### config.mk
export PLATFORM = sky130hd
export DESIGN_NAME = cva6_stim_gen
export DESIGN_NICKNAME = d
export VERILOG_FILES = /design/src/rtl/cva6_stim_pkg.sv /design/src/rtl/cva6_stim_gen_lfsr.sv /design/src/rtl/cva6_stim_gen.sv
export SDC_FILE = /design/constraint.sdc
export NUM_CORES = 1
export LEC_CHECK = 0
export CAP_MARGIN = 20
export CORE_ASPECT_RATIO = 0.6
export CORE_MARGIN = 4
export CORE_UTILIZATION = 45
export CTS_BUF_LIST = sky130_fd_sc_hd__clkbuf_4 sky130_fd_sc_hd__clkbuf_8
export DETAILED_ROUTE_END_ITERATION = 16
export PLACE_DENSITY = 0.67
export SLEW_MARGIN = 25
export SYNTH_ARGS = -nofsm -noshare
export SYNTH_HDL_FRONTEND = slang
export SYNTH_HIERARCHICAL = 1
export SYNTH_SLANG_ARGS = --single-unit
### constraint.sdc
create_clock -name clk_i -period 5.02 [get_ports clk_i]
set_clock_uncertainty 0.15 [all_clocks]
set_input_delay 0.502 -clock clk_i [delete_from_list [all_inputs] [get_ports clk_i]]
set_output_delay 0.502 -clock clk_i [all_outputs]
set_load 0.01 [all_outputs]
### src/rtl/cva6_stim_pkg.sv
// Shared constants, state type and instruction/response helpers for the
// CVA6 stimulus generator.
package cva6_stim_pkg;

    localparam logic [6:0]  OPC_LOAD    = 7'b0000011;
    localparam logic [6:0]  OPC_STORE   = 7'b0100011;
    localparam logic [6:0]  OPC_OP_IMM  = 7'b0010011;
    localparam logic [2:0]  F3_WORD     = 3'b010;
    localparam logic [31:0] INSTR_NOP   = 32'h0000_0013;
    localparam logic [31:0] LFSR_A_MASK = 32'h8020_0003;
    localparam logic [15:0] LFSR_B_MASK = 16'hB400;

    typedef enum logic [1:0] {
        ST_IDLE = 2'd0,
        ST_RUN  = 2'd1,
        ST_DONE = 2'd2
    } state_e;

    // Instruction fields come from LFSR_A, funct3 for ALU ops from LFSR_B.
    // ld_wt / ldst_wt are cumulative class boundaries on the 4-bit selector.
    function automatic logic [31:0] build_instr(input logic [31:0] a,
                                                input logic [15:0] b,
                                                input logic [4:0]  ld_wt,
                                                input logic [4:0]  ldst_wt);
        logic [4:0]  sel;
        logic [11:0] imm;
        logic [4:0]  rs1, rs2, rd;
        logic [2:0]  f3;
        sel = {1'b0, a[3:0]};
        imm = a[15:4];
        rs1 = a[20:16];
        rs2 = a[25:21];
        rd  = a[30:26];
        f3  = b[2:0];
        if (sel < ld_wt) begin
            build_instr = {imm, rs1, F3_WORD, rd, OPC_LOAD};
        end else if (sel < ldst_wt) begin
            build_instr = {imm[11:5], rs2, rs1, F3_WORD, imm[4:0], OPC_STORE};
        end else begin
            // Shift-immediate forms only keep a legal shamt (plus SRAI bit).
            if (f3 == 3'd5)      imm = imm & 12'h41F;
            else if (f3 == 3'd1) imm = imm & 12'h01F;
            build_instr = {imm, rs1, f3, rd, OPC_OP_IMM};
        end
    endfunction

    // {store_hit, load_hit}: nibble compares against 0..16 thresholds, so a
    // threshold of 0 never hits and 16 always hits.
    function automatic logic [1:0] resp_hits(input logic [15:0] b,
                                             input logic [4:0]  ld_th,
                                             input logic [4:0]  st_th);
        resp_hits = {({1'b0, b[11:8]} < st_th), ({1'b0, b[7:4]} < ld_th)};
    endfunction

endpackage

### src/rtl/cva6_stim_gen_lfsr.sv
// stim_lfsr: right-shifting Galois LFSR with synchronous reseed.
// Ports: clk_i, rst_ni, step_i (advance one step), reseed_i (load SEED,
// wins over step_i), state_d_o (value the register holds after this edge).
module stim_lfsr #(
    parameter int unsigned      WIDTH = 16,
    parameter logic [WIDTH-1:0] MASK  = '1,
    parameter logic [WIDTH-1:0] SEED  = '1
) (
    input  logic             clk_i,
    input  logic             rst_ni,
    input  logic             step_i,
    input  logic             reseed_i,
    output logic [WIDTH-1:0] state_d_o
);

    logic [WIDTH-1:0] state_q;
    logic [WIDTH-1:0] stepped;

    assign stepped = {1'b0, state_q[WIDTH-1:1]} ^ (state_q[0] ? MASK : '0);

    always_comb begin
        state_d_o = state_q;
        if (reseed_i)    state_d_o = SEED;
        else if (step_i) state_d_o = stepped;
    end

    always_ff @(posedge clk_i or negedge rst_ni) begin
        if (!rst_ni) state_q <= SEED;
        else         state_q <= state_d_o;
    end

endmodule

### src/rtl/cva6_stim_gen.sv
// cva6_stim_gen: random RV32I instruction source with valid/ready output and
// random load/store memory-response strobes.
// Ports: clk_i, rst_ni, en_i (run request), clear_i (sync restart),
// instr_o/instr_valid_o/instr_ready_i (instruction handshake),
// load_mem_resp_o/store_mem_resp_o (random responses while running),
// issued_cnt_o (accepted handshakes), done_o (NUM_INSTR reached).
//
// state | meaning
// IDLE  | nothing presented; waits for en_i
// RUN   | an instruction is always presented; advances on each handshake
// DONE  | NUM_INSTR handshakes accepted; waits for clear_i
module cva6_stim_gen
    import cva6_stim_pkg::*;
#(
    parameter int unsigned NUM_INSTR  = 16,
    parameter int unsigned CNT_W      = 16,
    parameter logic [31:0] SEED_A     = 32'h1234_5678,
    parameter logic [15:0] SEED_B     = 16'hACE1,
    parameter int unsigned LOAD_WT    = 4,
    parameter int unsigned STORE_WT   = 4,
    parameter int unsigned LD_RESP_TH = 8,
    parameter int unsigned ST_RESP_TH = 8
) (
    input  logic             clk_i,
    input  logic             rst_ni,
    input  logic             en_i,
    input  logic             clear_i,
    output logic [31:0]      instr_o,
    output logic             instr_valid_o,
    input  logic             instr_ready_i,
    output logic             load_mem_resp_o,
    output logic             store_mem_resp_o,
    output logic [CNT_W-1:0] issued_cnt_o,
    output logic             done_o
);

    localparam logic [4:0]       LD_WT   = 5'(LOAD_WT);
    localparam logic [4:0]       LDST_WT = 5'(LOAD_WT + STORE_WT);
    localparam logic [4:0]       LD_TH   = 5'(LD_RESP_TH);
    localparam logic [4:0]       ST_TH   = 5'(ST_RESP_TH);
    localparam logic [CNT_W-1:0] NUM_CNT = CNT_W'(NUM_INSTR);

    state_e           state_q;
    logic [31:0]      instr_q;
    logic             valid_q;
    logic [CNT_W-1:0] cnt_q;
    logic             done_q;
    logic [1:0]       resp_q;

    logic             hs;
    logic             last;
    logic             run_next;
    logic [CNT_W-1:0] cnt_inc;
    logic [31:0]      lfsr_a_d;
    logic [15:0]      lfsr_b_d;

    assign hs      = valid_q & instr_ready_i;
    assign cnt_inc = cnt_q + CNT_W'(1);
    assign last    = (NUM_INSTR != 0) && (cnt_inc == NUM_CNT);

    // Whether the FSM will be in RUN after this edge; gates the response strobes.
    assign run_next = !clear_i &&
                      (((state_q == ST_IDLE) && en_i) ||
                       ((state_q == ST_RUN) && !(hs && (last || !en_i))));

    stim_lfsr #(.WIDTH(32), .MASK(LFSR_A_MASK), .SEED(SEED_A)) u_lfsr_a (
        .clk_i     (clk_i),
        .rst_ni    (rst_ni),
        .step_i    (hs & ~clear_i),
        .reseed_i  (clear_i),
        .state_d_o (lfsr_a_d)
    );

    stim_lfsr #(.WIDTH(16), .MASK(LFSR_B_MASK), .SEED(SEED_B)) u_lfsr_b (
        .clk_i     (clk_i),
        .rst_ni    (rst_ni),
        .step_i    ((state_q == ST_RUN) & ~clear_i),
        .reseed_i  (clear_i),
        .state_d_o (lfsr_b_d)
    );

    always_ff @(posedge clk_i or negedge rst_ni) begin
        if (!rst_ni) begin
            state_q <= ST_IDLE;
            instr_q <= '0;
            valid_q <= 1'b0;
            cnt_q   <= '0;
            done_q  <= 1'b0;
            resp_q  <= '0;
        end else if (clear_i) begin
            state_q <= ST_IDLE;
            instr_q <= '0;
            valid_q <= 1'b0;
            cnt_q   <= '0;
            done_q  <= 1'b0;
            resp_q  <= '0;
        end else begin
            unique case (state_q)
                ST_IDLE: begin
                    if (en_i) begin
                        state_q <= ST_RUN;
                        instr_q <= INSTR_NOP;
                        valid_q <= 1'b1;
                    end
                end
                ST_RUN: begin
                    if (hs) begin
                        cnt_q <= cnt_inc;
                        if (last) begin
                            state_q <= ST_DONE;
                            valid_q <= 1'b0;
                            done_q  <= 1'b1;
                        end else if (!en_i) begin
                            state_q <= ST_IDLE;
                            valid_q <= 1'b0;
                        end else begin
                            instr_q <= build_instr(lfsr_a_d, lfsr_b_d, LD_WT, LDST_WT);
                        end
                    end
                end
                ST_DONE: begin
                end
                default: begin
                    state_q <= ST_IDLE;
                    valid_q <= 1'b0;
                end
            endcase
            resp_q <= run_next ? resp_hits(lfsr_b_d, LD_TH, ST_TH) : 2'b00;
        end
    end

    assign instr_o          = instr_q;
    assign instr_valid_o    = valid_q;
    assign issued_cnt_o     = cnt_q;
    assign done_o           = done_q;
    assign load_mem_resp_o  = resp_q[0];
    assign store_mem_resp_o = resp_q[1];

endmodule

Word-level counts from Yosys, hierarchy flattened:

Cells that the tools add are included.

* output and inout port bits: 52
* register bits: 102

* equal/unequal tests: 11
* add/sub/neg operators: 1
* $lt $le $gt $ge: 4
* bitwise gates (word level): 6
* reductions and logical operators: 20
* muxes and demuxes: 37

Operators by type and width (count)
* 2-to-1 mux 32 bit: 10
* 2-to-1 mux 16 bit: 6
* one-hot mux 32 bit (2 select lines): 1
* XOR 31 x 32 -> 32 bit: 1
* 2-to-1 mux 12 bit: 2
* adder 16 x 1 -> 16 bit, second input constant: 1
* == test 16 x 5 -> 1 bit, second input constant: 1
* XOR 15 x 16 -> 16 bit: 1
* 2-to-1 mux 2 bit: 7
* less-than comparator 4 bit, second input constant: 3
* inequality test 3 bit, second input constant: 4
* nonzero test 2 bit: 5
* 2-to-1 mux 1 bit: 9
* one-hot mux 2 bit (3 select lines): 1
* AND reduction 5 bit: 1
* logical AND 1 bit: 4
* less-than comparator 4 x 3 -> 1 bit, second input constant: 1
* inequality test 4 bit, second input constant: 1
* AND reduction 4 bit: 1
* AND 1 bit: 3
* == test 3 x 1 -> 1 bit, second input constant: 1
* == test 3 bit, second input constant: 1
* zero test 1 bit: 3
* one-hot mux 1 bit (3 select lines): 1
* other kinds (9): 10

Longest topological paths before layout:

* depth after elaboration: 14
* gate-level depth with buffers: 11

By module:

Netlist, hierarchy kept.

Modules (own cells, without submodules)
* cva6_stim_gen: area an instance 2595.0 µm², cells an instance 238, sequential area each 1226.2 µm², instances 1
* stim_lfsr (u_lfsr_a): area an instance 1387.6 µm², cells an instance 107, sequential area each 817.0 µm², instances 1
* stim_lfsr (u_lfsr_b): area an instance 708.2 µm², cells an instance 56, sequential area each 410.4 µm², instances 1

Least setup slack after synthesis:

Ideal clock, no wire load.

* path kind: input port to flip-flop
* start: input port clear_i
* end: register instr_q[10] (netlist: instr_o[10])
* required time: 4.744 ns
* arrival: 2.397 ns
* stages on the path: 11
* library setup time: 0.126 ns
* slack: 2.347 ns
* path buffers: 4
* cells stage by stage: clkbuf_1 nand2b_1 nor2_1 buf_6 buf_12 mux2i_1 nand2_1 nand2b_1 clkbuf_1 mux2i_1 o2bb2ai_2

* cells in the longest elaborated chain, start to end: 12
* elaborated cells on any way between the ends: 19

Ends and longest elaborated chain
* start, declared: line cva6_stim_gen.sv:27 `input logic clear_i,`
* NOT 1 bit: line cva6_stim_gen.sv:69 `.step_i (hs & ~clear_i),`
* AND 1 bit: line cva6_stim_gen.sv:69
* 2-to-1 mux 32 bit: line cva6_stim_gen_lfsr.sv:24 `else if (step_i) state_d_o = stepped;`
* 2-to-1 mux 32 bit *: line cva6_stim_gen_lfsr.sv:23 `if (reseed_i) state_d_o = SEED;`
* via lfsr_a_d[3]: line cva6_stim_gen.sv:54 `logic [31:0] lfsr_a_d;`
* less-than comparator 4 bit: line cva6_stim_pkg.sv:37 `end else if (sel < ldst_wt) begin`
* 2-to-1 mux 32 bit: line cva6_stim_pkg.sv:37
* 2-to-1 mux 32 bit *: line cva6_stim_pkg.sv:35 `if (sel < ld_wt) begin`
* 2-to-1 mux 32 bit *: line cva6_stim_gen.sv:113 `end else if (!en_i) begin`
* 2-to-1 mux 32 bit *: line cva6_stim_gen.sv:109 `if (last) begin`
* 2-to-1 mux 32 bit *: line cva6_stim_gen.sv:107 `if (hs) begin`
* one-hot mux 32 bit (2 select lines) *: line cva6_stim_gen.sv:98 `unique case (state_q)`
* 2-to-1 mux 32 bit *: line cva6_stim_gen.sv:90 `end else if (clear_i) begin`
* end signal, assigned: line cva6_stim_gen.sv:117 `instr_q <= build_instr(lfsr_a_d, lfsr_b_d, LD_WT, LDST_WT);`
* end, declared: line cva6_stim_gen.sv:44 `logic [31:0] instr_q;`

Mark *: on every way through the listed nets, which the timed path passes. The rest lies on a longest branch. The select of a mux whose other input is x is not followed.
A chain may end at the register's enable or synchronous reset.

Worst setup path after layout:

* start: register cnt_q[0] (netlist: issued_cnt_o[0])
* end: register instr_q[18] (netlist: instr_o[18])

* cells in the longest elaborated chain, start to end: 4

Ends and longest elaborated chain
* start, declared: line cva6_stim_gen.sv:46 `logic [CNT_W-1:0] cnt_q;`
* start signal, assigned: line cva6_stim_gen.sv:108 `cnt_q <= cnt_inc;`
* adder 16 x 1 -> 16 bit: line cva6_stim_gen.sv:58 `assign cnt_inc = cnt_q + CNT_W'(1);`
* == test 16 x 5 -> 1 bit: line cva6_stim_gen.sv:59 `assign last = (NUM_INSTR != 0) && (cnt_inc == NUM_CNT);`
* inequality test 3 bit (no source line)
* AND reduction 5 bit (no source line)

No other way between the ends.

==> results <==
- The run finished, with violations left.
- The final reports fail on negative hold slack.
- In the synthesized netlist, the number of instances is between 400 and 500.
- STA classifies the critical path endpoint as a register.
- The count of antenna diodes in the layout is 0.
- Before antenna repair, the detailed router went through 4 iterations.
- After clock tree synthesis, the flow added hold-fix buffers numbering 0.
- The max-capacitance violation count is 0.
- The total clock buffers created by CTS is 9.
- The setup slack of the worst register-to-register path is 1.86 ns.
- The cell area that synthesis handed to floorplanning was 4691 µm².
- Summing all flip-flop and latch instances after layout gives 2454 µm².
- For the finished layout, the period the worst path requires is roughly 3.2 ns.
- Wire segments on met2 add up to around 4300 µm in the final route.
- The critical path class is reg -> reg.
- Derived from the worst setup path, the maximum achievable clock frequency is ~320 MHz.
- The global route total overflow is 0.
- The post-route fraction of the period consumed by the critical path is between 60 and 70%.
- In the post-synthesis netlist, the cell with the most instances is sky130_fd_sc_hd__dfrtp_1.
- The post-placement worst setup slack is 1.902 ns.
- TritonCTS built the clock tree.
- The largest area contributor in the synthesized netlist is sky130_fd_sc_hd__dfrtp_1.
- The path class of the lowest-slack min-delay path is in -> async.
- The final layout contains routed wiring with a total length of around 10000 µm.
- Measured along the y axis, the die boundary spans 87.09 µm.
- For this run, asynchronously set or reset flops after synthesis account for between 90% and 100%.
- The number of endpoints failing setup at the final stage is 0.
- Sorting the synthesized cells by how often they occur yields 76 x sky130_fd_sc_hd__dfrtp_1, 53 x sky130_fd_sc_hd__nor2_1, 46 x sky130_fd_sc_hd__mux2i_1.
- Counting flops and latches in the post-synthesis netlist gives 97.
- Of all nets on the critical path, the largest fanout is 26.
- Setup repair after global routing left no endpoint under its margin.
- The floorplan has 28 rows.
- The number of cells after detailed placement is 567.
- Summed over all nets, the half-perimeter wirelength after detailed placement is 6945 µm.
- Cells with a size suffix above 1 make up between 10% and 20% of the layout.
- In this run the critical register-to-register path is launched from issued_cnt_o[0]$_DFFE_PN0P_.
- The number of warnings printed during yosys synthesis is 6.
- Dividing the detail-routed wire length by the instance count gives between 15 and 20 µm.
- The root buffer cell chosen for the clock tree is sky130_fd_sc_hd__clkbuf_8.
- Excluding fillers, the count of instances in the completed layout stands at approximately 580.
- Traced cell by cell, the critical path runs through ha_1 -> and3_1 -> a311oi_1 -> a31oi_1 -> a211oi_2 -> a31oi_4 -> o22ai_4 -> a22o_1.
- The area added between synthesis and finish is 15.52%.
- In the routed layout, each cell is associated on average with a via count of 5.424.
- STA classifies the critical path startpoint as a register.
- The smallest setup slack after layout is between 1.5 and 2 ns.
- The length of routed met3 wiring is 683 µm.
- In this run the critical register-to-register path is captured at instr_o[18]$_DFFE_PN0P_.
- In this run the tightest slew margin relative to its limit is between 30% and 40%.
- The number of antenna violations at the first check in global routing is 0.
- The critical path arrival is roughly 3.3 ns.
- The die area is about 12000 µm².
- In this run the tool buffered the top-level ports with 53 buffer cells.
- The first global-routing pass estimated 17340 µm of wire.
- By area the synthesized netlist is led by sky130_fd_sc_hd__dfrtp_1 41%, sky130_fd_sc_hd__dfstp_2 12%, sky130_fd_sc_hd__mux2i_1 9.8%, sky130_fd_sc_hd__nor2_1 4.2%, sky130_fd_sc_hd__o2bb2ai_2 3.2%.
- The worst voltage drop across the vdd grid is 115.1 µV.
- The die is 139.8 µm wide.
- The total count of hold-check failures in the final report is 10.
- The initial core utilization is 46.82%.
- The standby leakage power is 2.301 nW.
- Buffers added to address setup during post-CTS repair amount to 0.
- The number of primary I/O pins is 57.
- The highest routing layer actually used is met4.
- For this run, design rule violations remaining after detail routing come to 0.
- The core area is around 10000 µm².
- The final-report max-slew violation count is 0.
- The number of DRC markers after the initial detailed-route iteration is about 260.
- For this run, the slowest stage of the critical path takes 0.73 ns.
- The final layout net count is 450.
- The count of nets left with antenna violations once routing finished came out at 0.
- Among all flip-flop cells after synthesis, the most frequent one is sky130_fd_sc_hd__dfrtp_1.
- The completed layout was analyzed and its total power is between 1 and 1.5 mW.
- The pin count of the biggest net entering global routing is between 50 and 60.
- The depth of the worst register-to-register path is 8.
- At the pin with the least slew margin, the transition time is between 0.9 and 1 ns.
- Dividing total power by cell area gives a power density of between 200 and 300 nW/µm².
- The tightest hold path in the finished design has a slack of -0.01370 ns.
- Global routing consumed, over all layers together, roughly 18% of the routing resources.
- The global placer's final weighted congestion is slightly above 0.8.
- The netlist uses 53 different library cells.
- The share of the Yosys chip area taken by registers is roughly 52%.
- The synthesized design devotes to its leading area cell type 40.54% of total area.
- The total via count in the routed design is approximately 3200.
- Each instance of the synthesized netlist takes up on average around 12 µm².
- The clock sink count is 97.
- After filler insertion, the fill cell instance count of the layout stands at slightly below 900.
- The final design instance area without fill is about 5400 µm².
- The met1 wire length is approximately 5300 µm.
- The core utilization of the finished layout is about 54%.
- For the worst setup path, the data required time is 5.17 ns.
- The number of global-route vias before repair is roughly 3200.
- For the worst-skew pair, the clock arrives at the later sink with an insertion delay of approximately 0.37 ns.
- The sum of negative setup slack is 0 ns.
- The clock transition at the registers of the reported paths is around 0.08 ns.
- The number of levels the H-tree was split into is 3.
- The number of enable-type register cells in the synthesized netlist is 0.
- The number of gates given a new drive strength after cts is 0.
- The longest clock path from root to sink contains 2 buffers.
- The footprint of the multi-input gates is between 1500 and 2000 µm².
- Summing all placed instances gives a cell area of between 5000 and 6000 µm².
- Among all stages on the critical path, the largest delay is contributed by sky130_fd_sc_hd__o22ai_4.
[worst max-delay path, delay by kind of cell, from the launching register on]
kind                       cells  cell delay (ns)
AOI/OAI and AO/OA              6             1.90
DFF                            1             0.48
adders and majority gates      1             0.31
and+or+nand+nor                1             0.24
[registers in the layout, summed over array words and instances, names as in the netlist]
register / count
state_q: 2
done_o: 1
u_lfsr_a/state_q: 32
instr_o: 28
resp_q: 2
u_lfsr_b/state_q: 16
issued_cnt_o: 16
[where the power goes]
| group | total [mW] | leakage, nW | switching (mW) | internal [mW] |
|---|---|---|---|---|
| clock network | 0.560 | 0.115 | 0.258 | 0.303 |
| registers | 0.816 | 1.27 | 0.0138 | 0.802 |
| logic | 0.107 | 0.912 | 0.0685 | 0.0388 |
[per-layer routing]
metal  up-vias  global-route usage [%]
li1       1499                       -
met1      1584                   27.84
met2        73                   24.20
met3         6                   5.376
met4         0                   4.661
met5         -                       0
[kinds of logic after synthesis]
family	count (synthesis)	synth area share (%)
other cells	1	0.07994
flops	97	52.31
compound gates	68	13.66
mux	47	10.06
fa+ha+maj	2	0.5334
xor+xnor	21	3.921
buf+inv	37	5.682
simple gates	128	13.76
[worst max path at each step]
stage | start | end | cells after the start
2_1_floorplan | clear_i | instr_o[10]$_DFFE_PN0P_ | 11
3_3_place_gp | instr_ready_i | instr_o[7]$_DFFE_PN0P_ | 8
3_5_place_dp | issued_cnt_o[0]$_DFFE_PN0P_ | instr_o[15]$_DFFE_PN0P_ | 8
4_1_cts | issued_cnt_o[0]$_DFFE_PN0P_ | instr_o[15]$_DFFE_PN0P_ | 8
5_1_grt | issued_cnt_o[0]$_DFFE_PN0P_ | instr_o[15]$_DFFE_PN0P_ | 8
6_report | issued_cnt_o[0]$_DFFE_PN0P_ | instr_o[18]$_DFFE_PN0P_ | 8
[layout by cell type (no fill, tap or decap), types with 2 or more instances in the layout]
master	synthesis	layout
sky130_fd_sc_hd__nor2b_1	4	4
sky130_fd_sc_hd__clkbuf_4	0	4
sky130_fd_sc_hd__nand2b_1	2	2
sky130_fd_sc_hd__ha_1	2	2
sky130_fd_sc_hd__a21oi_1	11	11
sky130_fd_sc_hd__nand3_1	8	8
sky130_fd_sc_hd__a211oi_2	2	2
sky130_fd_sc_hd__clkbuf_8	0	9
sky130_fd_sc_hd__buf_4	4	5
sky130_fd_sc_hd__inv_1	9	9
sky130_fd_sc_hd__o2bb2ai_1	3	3
sky130_fd_sc_hd__dfstp_2	21	21
sky130_fd_sc_hd__a211o_1	6	6
sky130_fd_sc_hd__a32o_1	8	8
sky130_fd_sc_hd__nand4_1	4	4
sky130_fd_sc_hd__or3_1	5	5
sky130_fd_sc_hd__nor3_1	9	8
sky130_fd_sc_hd__o21ai_0	7	7
sky130_fd_sc_hd__nor2_1	53	52
sky130_fd_sc_hd__bufinv_16	0	2
sky130_fd_sc_hd__xnor2_1	12	12
sky130_fd_sc_hd__a31oi_1	3	3
sky130_fd_sc_hd__nand2_1	26	26
sky130_fd_sc_hd__and2b_1	5	5
sky130_fd_sc_hd__a21bo_2	2	2
sky130_fd_sc_hd__o2bb2ai_2	10	10
sky130_fd_sc_hd__xor2_1	9	9
sky130_fd_sc_hd__mux2i_1	46	46
sky130_fd_sc_hd__nor4_1	2	2
sky130_fd_sc_hd__dfrtp_1	76	76
sky130_fd_sc_hd__a22o_1	5	5
sky130_fd_sc_hd__and3_1	3	3
sky130_fd_sc_hd__clkdlybuf4s50_1	0	51
sky130_fd_sc_hd__conb_1	1	3
[final cells by class]
type                       instances  area share (%)
multi-input combinational        269           36.74
sequential                        97           45.28
inverter                           9          0.6234
tap                              135           3.117
clock buffer                      13           2.840
timing repair buffer              57           10.21
clock inverter                     3           1.201
No activity file was read; power rests on OpenSTA's default activity.
